## src/rtl/wb_burst_master_if.sv

```systemverilog
// wb_burst_master_if: Wishbone B3 initiator/responder signal bundle
interface wb_burst_master_if #(parameter int ADR_WIDTH = 16);
  logic                 cyc_o;
  logic                 stb_o;
  logic                 we_o;
  logic [ADR_WIDTH-1:2] adr_o;
  logic [3:0]           sel_o;
  logic [2:0]           cti_o;
  logic [31:0]          dat_o;
  logic [31:0]          dat_i;
  logic                 ack_i;
  modport master (output cyc_o, stb_o, we_o, adr_o, sel_o, cti_o, dat_o, input dat_i, ack_i);
  modport slave  (input cyc_o, stb_o, we_o, adr_o, sel_o, cti_o, dat_o, output dat_i, ack_i);
endinterface

```

## src/rtl/wb_burst_master.sv

```systemverilog
// wb_burst_master: Wishbone B3 incrementing-burst initiator buffered through one shared FIFO
module wb_burst_master #(
  parameter int ADR_WIDTH  = 16,
  parameter int FIFO_DEPTH = 16,
  parameter int LEN_W      = $clog2(FIFO_DEPTH + 1)
) (
  input  logic                 clk_i,
  input  logic                 rst_n_i,
  input  logic                 cmd_valid_i,
  output logic                 cmd_ready_o,
  input  logic                 cmd_we_i,
  input  logic [ADR_WIDTH-3:0] cmd_adr_i,
  input  logic [LEN_W-1:0]     cmd_len_i,
  input  logic [31:0]          wr_data_i,
  input  logic                 wr_valid_i,
  output logic                 wr_ready_o,
  output logic [31:0]          rd_data_o,
  output logic                 rd_valid_o,
  input  logic                 rd_ready_i,
  output logic                 done_o,
  wb_burst_master_if.master    wb
);
  localparam int AW = $clog2(FIFO_DEPTH);
  typedef enum logic [1:0] {IDLE, FILL, BURST, DONE} state_t;
  state_t st;
  logic we, empty, acc, cap, ack, go, push, pop;
  logic [LEN_W-1:0] len, cnt, beats, len_c, go_len;
  logic [AW:0] wp, rp;
  logic [31:0] mem [FIFO_DEPTH];
  logic [31:0] push_d;
  assign empty       = wp == rp;
  assign cmd_ready_o = st == IDLE && empty;
  assign acc         = cmd_valid_i && cmd_ready_o;
  assign len_c       = cmd_len_i > LEN_W'(FIFO_DEPTH) ? LEN_W'(FIFO_DEPTH) : cmd_len_i;
  assign wr_ready_o  = st == FILL && cnt < len;
  assign cap         = wr_valid_i && wr_ready_o;
  assign ack         = st == BURST && wb.ack_i;
  // write data also lives in the FIFO, so hide it from the read stream
  assign rd_valid_o  = !empty && !we;
  assign rd_data_o   = mem[rp[AW-1:0]];
  assign wb.dat_o    = st == BURST && we ? mem[rp[AW-1:0]] : '0;
  assign push        = cap || (ack && !we);
  assign push_d      = cap ? wr_data_i : wb.dat_i;
  assign pop         = (ack && we) || (rd_valid_o && rd_ready_i);
  assign go          = (acc && len_c != '0 && !cmd_we_i) || (cap && cnt + 1'b1 == len);
  assign go_len      = st == FILL ? len : len_c;
  always_ff @(posedge clk_i)
    if (push) mem[wp[AW-1:0]] <= push_d;
  always_ff @(posedge clk_i or negedge rst_n_i)
    if (!rst_n_i) begin
      st        <= IDLE;
      wp        <= '0;
      rp        <= '0;
      we        <= 1'b0;
      len       <= '0;
      cnt       <= '0;
      beats     <= '0;
      done_o    <= 1'b0;
      wb.cyc_o  <= 1'b0;
      wb.stb_o  <= 1'b0;
      wb.we_o   <= 1'b0;
      wb.sel_o  <= 4'b0000;
      wb.cti_o  <= 3'b000;
      wb.adr_o  <= '0;
    end else begin
      wp     <= wp + (AW+1)'(push);
      rp     <= rp + (AW+1)'(pop);
      done_o <= 1'b0;
      case (st)
        IDLE: if (acc) begin
          we       <= cmd_we_i;
          len      <= len_c;
          beats    <= len_c;
          cnt      <= '0;
          wb.adr_o <= cmd_adr_i;
          st       <= len_c == '0 ? DONE : cmd_we_i ? FILL : BURST;
          done_o   <= len_c == '0;
        end
        FILL: if (cap) begin
          cnt <= cnt + 1'b1;
          st  <= cnt + 1'b1 == len ? BURST : FILL;
        end
        BURST: if (wb.ack_i) begin
          wb.adr_o <= wb.adr_o + 1'b1;
          beats    <= beats - 1'b1;
          wb.cti_o <= beats == LEN_W'(2) ? 3'b111 : 3'b010;
          if (beats == LEN_W'(1)) begin
            st       <= DONE;
            done_o   <= 1'b1;
            wb.cyc_o <= 1'b0;
            wb.stb_o <= 1'b0;
            wb.we_o  <= 1'b0;
            wb.sel_o <= 4'b0000;
            wb.cti_o <= 3'b000;
          end
        end
        DONE: st <= IDLE;
      endcase
      if (go) begin
        wb.cyc_o <= 1'b1;
        wb.stb_o <= 1'b1;
        wb.sel_o <= 4'b1111;
        wb.we_o  <= st == FILL;
        wb.cti_o <= go_len == LEN_W'(1) ? 3'b111 : 3'b010;
      end
    end
endmodule

```

## src/flat_wrapper.sv

```systemverilog
// flat-port wrapper written by rule: the top's interface ports become plain ports
module wb_burst_master_flat 
#(
  parameter int ADR_WIDTH  = 16,
  parameter int FIFO_DEPTH = 16,
  parameter int LEN_W      = $clog2(FIFO_DEPTH + 1)
)
  (clk_i, rst_n_i, cmd_valid_i, cmd_ready_o, cmd_we_i, cmd_adr_i, cmd_len_i, wr_data_i, wr_valid_i, wr_ready_o, rd_data_o, rd_valid_o, rd_ready_i, done_o, wb_cyc_o, wb_stb_o, wb_we_o, wb_adr_o, wb_sel_o, wb_cti_o, wb_dat_o, wb_dat_i, wb_ack_i);
  wb_burst_master_if #(.ADR_WIDTH(ADR_WIDTH)) wb_i ();
  input  logic clk_i;
  input  logic rst_n_i;
  input  logic cmd_valid_i;
  output logic cmd_ready_o;
  input  logic cmd_we_i;
  input  logic [ADR_WIDTH-3:0] cmd_adr_i;
  input  logic [LEN_W-1:0] cmd_len_i;
  input  logic [31:0] wr_data_i;
  input  logic wr_valid_i;
  output logic wr_ready_o;
  output logic [31:0] rd_data_o;
  output logic rd_valid_o;
  input  logic rd_ready_i;
  output logic done_o;
  output wire logic [$bits(wb_i.cyc_o)-1:0] wb_cyc_o;
  output wire logic [$bits(wb_i.stb_o)-1:0] wb_stb_o;
  output wire logic [$bits(wb_i.we_o)-1:0] wb_we_o;
  output wire logic [$bits(wb_i.adr_o)-1:0] wb_adr_o;
  output wire logic [$bits(wb_i.sel_o)-1:0] wb_sel_o;
  output wire logic [$bits(wb_i.cti_o)-1:0] wb_cti_o;
  output wire logic [$bits(wb_i.dat_o)-1:0] wb_dat_o;
  input wire logic [$bits(wb_i.dat_i)-1:0] wb_dat_i;
  input wire logic [$bits(wb_i.ack_i)-1:0] wb_ack_i;
  assign wb_cyc_o = wb_i.cyc_o;
  assign wb_stb_o = wb_i.stb_o;
  assign wb_we_o = wb_i.we_o;
  assign wb_adr_o = wb_i.adr_o;
  assign wb_sel_o = wb_i.sel_o;
  assign wb_cti_o = wb_i.cti_o;
  assign wb_dat_o = wb_i.dat_o;
  assign wb_i.dat_i = wb_dat_i;
  assign wb_i.ack_i = wb_ack_i;
  wb_burst_master #(.ADR_WIDTH(ADR_WIDTH), .FIFO_DEPTH(FIFO_DEPTH), .LEN_W(LEN_W)) u_core (.clk_i(clk_i), .rst_n_i(rst_n_i), .cmd_valid_i(cmd_valid_i), .cmd_ready_o(cmd_ready_o), .cmd_we_i(cmd_we_i), .cmd_adr_i(cmd_adr_i), .cmd_len_i(cmd_len_i), .wr_data_i(wr_data_i), .wr_valid_i(wr_valid_i), .wr_ready_o(wr_ready_o), .rd_data_o(rd_data_o), .rd_valid_o(rd_valid_o), .rd_ready_i(rd_ready_i), .done_o(done_o), .wb(wb_i));
endmodule
```

## config.mk

```make
export PLATFORM = sky130hd
export DESIGN_NAME = wb_burst_master_flat
export DESIGN_NICKNAME = d
export VERILOG_FILES = /design/src/rtl/wb_burst_master_if.sv /design/src/rtl/wb_burst_master.sv /design/src/flat_wrapper.sv
export SDC_FILE = /design/constraint.sdc
export NUM_CORES = 1
export LEC_CHECK = 0
export CAP_MARGIN = 10
export CORE_MARGIN = 8
export CORE_UTILIZATION = 40
export DETAILED_ROUTE_END_ITERATION = 6
export GPL_ROUTABILITY_DRIVEN = 0
export SETUP_SLACK_MARGIN = 0.3
export SYNTH_ARGS = -nofsm -noshare
export SYNTH_HDL_FRONTEND = slang
export SYNTH_SLANG_ARGS = --single-unit
```

## constraint.sdc

```tcl
create_clock -name clk_i -period 5 [get_ports clk_i]
set_clock_uncertainty 0.05 [all_clocks]
set_input_delay 0.5 -clock clk_i [delete_from_list [all_inputs] [get_ports clk_i]]
set_output_delay 0.5 -clock clk_i [all_outputs]
set_load 0.05 [all_outputs]
```

### Yosys cells after proc, flatten, opt, wreduce, memory -nomap -nowiden

Memory sizes are Yosys's and may differ from the RTL's.
Index checks and enable logic that the tools add are counted.

| operators by class | value |
|---|---|
| mux-type cells | 42 |
| eq/ne operators | 12 |
| reductions and logical operators | 33 |
| $add $sub $neg | 5 |
| order comparisons | 2 |

Operators with widths:

| kind | number |
|---|---|
| $mux 32 | 2 |
| $mux 5 | 6 |
| $mux 14 | 2 |
| $pmux 14 s2 | 1 |
| $pmux 5 s2 | 2 |
| $mux 3 | 6 |
| $mux 4 | 4 |
| $add 14x1->14 const B | 1 |
| $mux 2 | 7 |
| $logic_and 1x1->1 | 13 |
| $add 5x1->5 | 2 |
| $eq 5x1->1 const B | 2 |
| $eq 5x5->1 | 2 |
| $mux 1 | 10 |
| $reduce_bool 2->1 | 5 |
| $reduce_and 3->1 | 3 |
| $pmux 2 s4 | 1 |
| $add 5x1->5 const B | 1 |
| $eq 5x2->1 const B | 1 |
| $gt 5x5->1 const B | 1 |
| $logic_not 5->1 | 1 |
| $lt 5x5->1 | 1 |
| $reduce_bool 5->1 | 1 |
| $sub 5x1->5 const B | 1 |
| 10 further kinds | 18 |

| word-level totals | value |
|---|---|
| output and inout bits | 92 |
| register bits after elaboration | 52 |
| logic and storage cells | 108 |
| memories kept | 1 |
| bits in writable memories | 512 |
| bits of input ports | 90 |

Memories:

| name | words | bits a word | rd ports | clocked after Yosys merged registers in | wr ports | line | text |
|---|---|---|---|---|---|---|---|
| u_core.mem | 16 | 32 | 1 | 0 | 1 | wb_burst_master.sv:29 | `logic [31:0] mem [FIFO_DEPTH];` |

### Logic depth before layout (Yosys ltp)

Gate-level depths: netlist (run 1).

| logic depth | value |
|---|---|
| depth after elaboration | 8 |
| gate-level depth with buffers | 12 |

### Worst setup path before layout (run 1)

OpenSTA, ideal clock, no wires.

| timing path | value |
|---|---|
| path kind | register to register |
| start point | register u_core.len[3] |
| end point | memory u_core.mem[8][0], enable pin |
| cell stages (with the launch flop) | 9 |
| clock period less this slack | 4.440 ns |
| path slack | 0.560 ns |
| arrival time | 3.929 ns |
| buffers on the path | 1 |
| setup time | 0.461 ns |
| path through | dfrtp_1 -> inv_1 -> ha_1 -> a21o_1 -> a21oi_1 -> and3_1 -> clkbuf_1 -> o21ai_0 -> nor3_1 |

| between the ends | value |
|---|---|
| cells in the longest elaborated chain, start to end | 6 |

Ends and longest elaborated chain:

| item | line | text |
|---|---|---|
| start: declaration | wb_burst_master.sv:27 | `logic [LEN_W-1:0] len, cnt, beats, len_c, go_len;` |
| start signal: assignment | wb_burst_master.sv:72 | `len <= len_c;` |
| $lt 5x5->1 | wb_burst_master.sv:35 | `assign wr_ready_o = st == FILL && cnt < len;` |
| $logic_and 1x1->1 | wb_burst_master.sv:35 |  |
| $logic_and 1x1->1 | wb_burst_master.sv:36 | `assign cap = wr_valid_i && wr_ready_o;` |
| $logic_or 1x1->1 | wb_burst_master.sv:42 | `assign push = cap \|\| (ack && !we);` |
| $mux 1 | wb_burst_master.sv:48 | `if (push) mem[wp[AW-1:0]] <= push_d;` |
| $mux 1 (implied by the code) | wb_burst_master.sv:48 |  |
| end: declaration | wb_burst_master.sv:29 |  |

No other way between the ends.

### Worst setup path in the final report (run 1)

| timing path | value |
|---|---|
| start point | register u_core.rp[0] |
| end point | output wb_dat_o[0] |

| between the ends | value |
|---|---|
| cells in the longest elaborated chain, start to end | 2 |

Ends and longest elaborated chain:

| item | line | text |
|---|---|---|
| start: declaration | wb_burst_master.sv:28 | `logic [AW:0] wp, rp;` |
| start signal: assignment | wb_burst_master.sv:67 | `rp <= rp + (AW+1)'(pop);` |
| $mem_v2 16x32 | - |  |
| $mux 32 | wb_burst_master.sv:41 | `assign wb.dat_o = st == BURST && we ? mem[rp[AW-1:0]] : '0;` |
| end: declaration | flat_wrapper.sv:30 | `output wire logic [$bits(wb_i.dat_o)-1:0] wb_dat_o;` |

No other way between the ends.

==> summary.md, run 1 <==
| Metric | Value |
|---|---|
| Clk sinks | `559` |
| Worst-Skew Late Latency | `0.61 ns` |
| Post-Syn Area | `22,900 um^2` |
| Inserted Diodes | `0` |
| Min Tclk post-route | `4.33 ns` |
| H-tree depth | `2` |
| Clock root buffer | `clkbuf_16` |
| Grt ovf | `0` |
| Proportion of synthesized area in mux cells | `15.7%` |
| Worst-path clk slew | `0.06 ns` |
| Worst Tran Pin Value | `1.11 ns` |
| Cell count after placement | `2,186` |
| Power Dens Cells | `338 nW/um^2` |
| Core region area | `56,500 um^2` |
| Worst path cell trace | `buf_4, mux4_2, mux2_2, nand2_1, o21ai_1, nor2b_1, clkdlybuf4s50_1` |
| Final period util | `86.6%` |
| Critical Path RT | `4.45 ns` |
| Post-route ant nets | `0` |
| I/O pin cnt | `182` |
| Initial Util | `40.6%` |
| CP Data Arrival Time | `3.78 ns` |
| Setup TNS | `0 ns` |
| Max-slew headroom | `25.2%` |
| Mapped Cells | `1,289` |
| Syn. warnings | `0` |
| Critical Path End Type | `output port` |
| Power share of the clock group | `43.7%` |
| First-pass DRT Iterations | `5` |
| Hold Path Class | `reg2reg` |
| Detailed-route via count | `12.1k` |
| Crit Path Max Fanout | `25` |
| Primary FF master, synth | `edfxtp_1` |
| Crit Path Category | `reg2out` |
| Total Power | `9.34 mW` |
| Vias in the first global route | `12.9k` |
| Sequential group share of total power | `54.6%` |
| # fillers | `4,630` |
| Crit-path slowest cell | `dfrtp_4` |
| Syn avg cell area | `17.8 um^2` |
| Syn Nets | `1,393` |
| Main combinational cell family by area after synthesis | `multiplexers` |
| Area growth syn-to-layout | `20.5%` |
| Share of cells above drive strength 1 | `19.4%` |
| Chip width | `255 um` |
| F_max | `231 MHz` |
| Yosys reg bits | `559` |
| Max incr delay on CP | `0.80 ns` |
| Die Span Y | `255 um` |
| Leakage power | `8.89 nW` |
| Num rows | `87` |
| Distinct cells, synth | `48` |
| Simple-Gate Fraction of Synth Area | `5.65%` |
| Clock buffer depth | `3` |
| Synth Area in XOR/XNOR | `0.687%` |
| Initial drt markers | `1,111` |
| RSZ-0062 raised after global routing | `false` |
| First-pass GRT wire length | `81,300 um` |
| Tot GR Track Use | `16.1%` |
| Initial antenna violation count | `1` |
| TritonCTS clock tree | `yes` |
| Avg WL per Cell | `23.2 um` |
| Combinational power share | `1.7%` |
| Pins Over Slew Limit | `0` |
| Synth async-reset ratio | `8.41%` |
| Final wirelength | `53,300 um` |
| Max VDD drop | `0.285 mV` |
| Adder-cell share of the synthesized area | `0.764%` |
| Non-Filler Instances | `2,291` |
| Post-synth top area share | `67.0%` |
| DRC Markers | `0` |
| Status | `finished clean` |
| Vias per std cell | `5.29` |
| Max cap viols | `0` |
| Register area share after synthesis | `72.2%` |
| Sw Pwr | `1.82 mW` |
| TritonCTS Buffers | `56` |
| Final Hold Fails | `0` |
| Detailed Place HPWL | `32,000 um` |
| Port Buffers | `181` |
| Largest net degree at the start of global routing | `52` |
| Post-synth top area cell | `edfxtp_1` |
| Crit path launch type | `register` |
| Final setup viols | `0` |
| Leading post-synthesis cells by cell area | `edfxtp_1 67%, mux4_2 13%, dfrtp_1 5.1%` |
| Switching share of total power | `19.5%` |
| Commonest non-fill, non-tap cell in the layout | `edfxtp_1` |
| Int Power | `7.52 mW` |
| DIE AREA | `65,300 um^2` |
| Most frequent cells in the layout | `512 x edfxtp_1, 180 x clkdlybuf4s50_1, 151 x nand2_1, 128 x mux4_2, 57 x clkbuf_16` |
| Synth Area in Compound Gates | `3.04%` |
| Number of synthesized flops with an enable pin | `512` |
| Nets | `1,593` |
## worst paths after layout
| check | cells past startpoint | startpoint | slack (ns) | endpoint |
|---|---|---|---|---|
| setup / recovery | 7 | u_core.rp[0] | 0.67 | wb_dat_o[0] |
| min in group asynchronous | 3 | rst_n_i | 0.48 | u_core.wb.sel_o[2] |
| hold reg to reg | 1 | u_core.wp[4] | 0.44 | u_core.wp[4] |
| hold / removal | 1 | u_core.wp[4] | 0.44 | u_core.wp[4] |
| max in group asynchronous | 3 | rst_n_i | 3.93 | u_core.rp[1] |
| setup reg to reg | 8 | u_core.len[3] | 1.35 | u_core.mem[2][10] |
## flip-flops by register name, summed over array words and instances, names as in the netlist, 2 cells and up
signal / count
u_core.wp: 5
u_core.cnt: 5
u_core.st: 2
u_core.len: 5
u_core.wb.cti_o: 2
u_core.mem: 512
u_core.beats: 5
u_core.rp: 5
u_core.wb.adr_o: 14
## kinds of logic after synthesis
family	count (synthesis)
flops	559
simple gates	287
mux	195
compound gates	121
buf+inv	95
xor+xnor	18
fa+ha+maj	14
## through the flow
stage / utilization, % / instance area (um^2) / hold WS (ns) / worst slack (ns)
6_report: 48.9 / 27600 / 0.444 / 0.671
5_1_grt: 48.9 / 27600 / 0.466 / 0.437
4_1_cts: 48.9 / 27600 / 0.447 / 0.539
3_5_place_dp: 45.8 / 25900 / 0.431 / 1.21
3_3_place_gp: 45.8 / 25900 / 0.421 / 1.22
2_1_floorplan: - / 22900 / 0.154 / 0.560
## what timing repair did
item	4_1_cts	5_1_grt
resized for setup	0	0
endpoints found under the hold margin	47	0
setup buffers	0	0
hold buffers	1	0
## per-layer routing
| metal | wire, um | track usage, % | up-vias |
|---|---|---|---|
| met5 | 0 | 0 | - |
| met2 | 25800 | 26.9 | 355 |
| met4 | 895 | 3.99 | 0 |
| met3 | 3180 | 3.36 | 58 |
| li1 | - | - | 5450 |
| met1 | 23400 | 21.5 | 6264 |
## final cells by class
cell class,instances,area [um^2],area share [%]
Clock buffer,73,1490,5.38
Clock inverter,31,283,1.02
Inverter,17,63.8,0.231
Multi-Input combinational cell,635,6050,21.9
Sequential cell,559,16600,59.9
Tap cell,756,946,3.42
Timing Repair Buffer,220,2250,8.15
## worst max-delay path: cells and delay by family (launching register included)
| kind | cells | cell delay [ns] |
|---|---|---|
| flip-flops | 1 | 0.80 |
| multiplexers | 2 | 0.82 |
| buffers and inverters | 2 | 1.18 |
| AO/OA/AOI/OAI | 1 | 0.11 |
| AND/OR/NAND/NOR | 2 | 0.23 |
## Yosys cell counts, types with 3 or more instances
library cell  number
and4b_1            3
nand2_1          152
nor3_1            16
buf_2             15
buf_4             13
edfxtp_1         512
o22ai_1            6
a21oi_1           24
nand4_1            5
a31oi_1            6
nor2b_1           37
clkbuf_1          38
o21ai_0           29
mux2_2            32
o22a_1             6
mux4_2           128
and3_1             4
buf_6              5
ha_1              14
xor2_1             8
mux2i_1           35
xnor2_1           10
nor2_1            43
buf_1              7
inv_1             17
nand3_1           12
o21ai_1           33
dfrtp_1           47
nand2b_1           5
## power by group through the flow
stage	sequential, mW	combinational, mW	clock, mW
2_1_floorplan	5.20	0.0479	0
3_3_place_gp	5.20	0.154	0
3_5_place_dp	5.20	0.159	0
4_1_cts	5.10	0.160	4.16
5_1_grt	5.10	0.175	4.33
6_report	5.10	0.159	4.08
Note: power is estimated with default switching activity, not from simulation.
==> run 2, diff against run 1 <==
- PLACE_DENSITY: unset -> 0.64
==> summary.md, run 2 (synthesis gave the netlist of run 1 again) <==
| Metric | Value |
|---|---|
| Clk sinks | `559 (unchanged)` |
| Power Dens Cells | `335 nW/um^2 (-0.69%)` |
| Vias in the first global route | `12.8k (-0.98%)` |
| Area of the multi-input gates | `6050 um^2 (unchanged)` |
| Max cap viols | `0 (unchanged)` |
| DIE AREA | `65,300 um^2 (unchanged)` |
| Total Power | `9.23 mW (-1.1%)` |
| Post-CTS Resized | `0 (unchanged)` |
| DRC Markers | `0 (unchanged)` |
| Nets | `1,592 (-0.063%)` |
| I/O pin cnt | `182 (unchanged)` |
| First-pass DRT Iterations | `6 (+1)` |
| Detailed-route via count | `12.1k (+0.12%)` |
| Largest register FFs | `512 (unchanged)` |
| Post-route ant nets | `0 (unchanged)` |
| Initial antenna violation count | `3 (+2)` |
| Die Span Y | `255 um (unchanged)` |
| Status | `finished clean` |
| Initial Util | `40.6% (unchanged)` |
| Share of cells above drive strength 1 | `19.7% (+0.31 points)` |
| Port Buffers | `181 (unchanged)` |
| Grt ovf | `0 (unchanged)` |
| Crit Path Category | `reg2out` |
| Worst-path clk slew | `0.06 ns (about the same)` |
| Num rows | `87 (unchanged)` |
| Area growth syn-to-layout | `20.0%` |
| Worst-Skew Late Latency | `0.61 ns (about the same)` |
| TritonCTS clock tree | `yes` |
| Initial drt markers | `789 (-29%)` |
| Crit Path Max Fanout | `25 (unchanged)` |
| Most frequent cells in the layout | `512 x edfxtp_1, 180 x clkdlybuf4s50_1, 151 x nand2_1, 128 x mux4_2, 57 x clkbuf_16` |
| H-tree depth | `2 (unchanged)` |
| RSZ-0062 raised after global routing | `false` |
| Pins Over Slew Limit | `0 (unchanged)` |
| Commonest non-fill, non-tap cell in the layout | `edfxtp_1` |
| Final setup viols | `0 (unchanged)` |
| First-pass GRT wire length | `80,000 um (-1.6%)` |
| Core region area | `56,500 um^2 (unchanged)` |
| Detailed Place HPWL | `30,800 um (-3.7%)` |
| Setup TNS | `0 ns (unchanged)` |
| Max VDD drop | `0.276 mV (-2.9%)` |
| F_max | `231 MHz (about the same)` |
| Final wirelength | `52,500 um (-1.4%)` |
| TritonCTS Buffers | `56 (unchanged)` |
| Post-CTS Setup Bufs | `0 (unchanged)` |
| Chip width | `255 um (unchanged)` |
| Critical Path RT | `4.45 ns (about the same)` |
| Vias per std cell | `5.31 (+0.25%)` |
| Post-cts hold buffer count | `1 (unchanged)` |
| Clock buffer depth | `3 (unchanged)` |
| Max-slew headroom | `27.1% (+2.0 points)` |
| Leakage power | `8.87 nW (-0.21%)` |
| Critical Path End Type | `output port` |
| Sequential Area | `16,600 um^2 (unchanged)` |
| CP Data Arrival Time | `3.78 ns (about the same)` |
| Final Hold Fails | `0 (unchanged)` |
| Avg WL per Cell | `22.9 um (-1.3%)` |
| Crit path launch type | `register` |
| Tot GR Track Use | `15.8% (-0.27 points)` |
| Clock root buffer | `clkbuf_16` |
| Largest net degree at the start of global routing | `58 (+12%)` |
| Worst Tran Pin Value | `1.08 ns (-0.0292 ns)` |
| # fillers | `4,642 (+0.26%)` |
| Min Tclk post-route | `4.33 ns (-0.00361 ns)` |
| Hold Path Class | `reg2reg` |
| Final period util | `86.5% (about the same)` |
## run 2: cell count changes in the layout (fill, tap and decap cells not counted), sizes merged
cell,delta
clkbuf,+4
clkinv,-4
bufinv,-2
clkinvlp,-2
buf,-1
diode,+1
inv,+1
## run 2: final timing paths
kind                       slack (ns)  depth (start not counted)                   to           from
min in group asynchronous        0.49                          3  u_core.wb.adr_o[12]        rst_n_i
max reg2reg                      1.33                          8    u_core.mem[7][19]  u_core.len[3]
min                              0.44                          2        u_core.len[2]  u_core.len[2]
min reg2reg                      0.44                          2        u_core.len[2]  u_core.len[2]
max                              0.67                          7         wb_dat_o[31]   u_core.rp[0]
max in group asynchronous        3.92                          3         u_core.rp[0]        rst_n_i
## run 2: routing by layer
| layer | global-route usage [%] | part of all wire (%) | up-vias |
|---|---|---|---|
| met3 | 4.27 | 6.9 | 76 |
| met4 | 3.50 | 1.7 | 4 |
| met1 | 20.8 | 43 | 6255 |
| met5 | 0 | 0.059 | - |
| met2 | 26.2 | 48 | 361 |
| li1 | - | - | 5445 |
## run 2: cell type report
cell class / instances / share of cell area (%)
Sequential cell: 559 / 60.2
Antenna cell: 1 / 0.00909
Inverter: 17 / 0.232
Timing Repair Buffer: 219 / 7.93
Clock buffer: 77 / 5.53
Multi-Input combinational cell: 635 / 22.0
Clock inverter: 24 / 0.732
Tap cell: 756 / 3.44
## run 2: metrics by stage
step | hold WS [ns] | setup WS (ns) | cells | utilization [%] | instance area (um^2)
finish | 0.438 | 0.675 | 2288 | 48.7 | 27500
global route | 0.467 | 0.420 | 2287 | 48.7 | 27500
CTS | 0.433 | 0.535 | 2287 | 48.7 | 27500
detailed placement | 0.424 | 1.19 | 2185 | 45.7 | 25800
global placement | 0.414 | 1.20 | 2185 | 45.7 | 25800
floorplan | 0.154 | 0.560 | 1289 | - | 22900
## run 2: critical path, cell delays in order (launching register included)
cell	delay (ns)
dfrtp_4	0.75
buf_4	0.46
mux4_2	0.56
mux2_2	0.27
nand2_1	0.06
o21ai_1	0.12
nor2b_1	0.20
clkdlybuf4s50_1	0.74
## run 2: power breakdown
part / switching (mW) / total [mW] / internal (mW)
registers: 0 / 5.10 / 5.10
clock network: 1.70 / 3.97 / 2.27
logic: 0.0877 / 0.158 / 0.0701
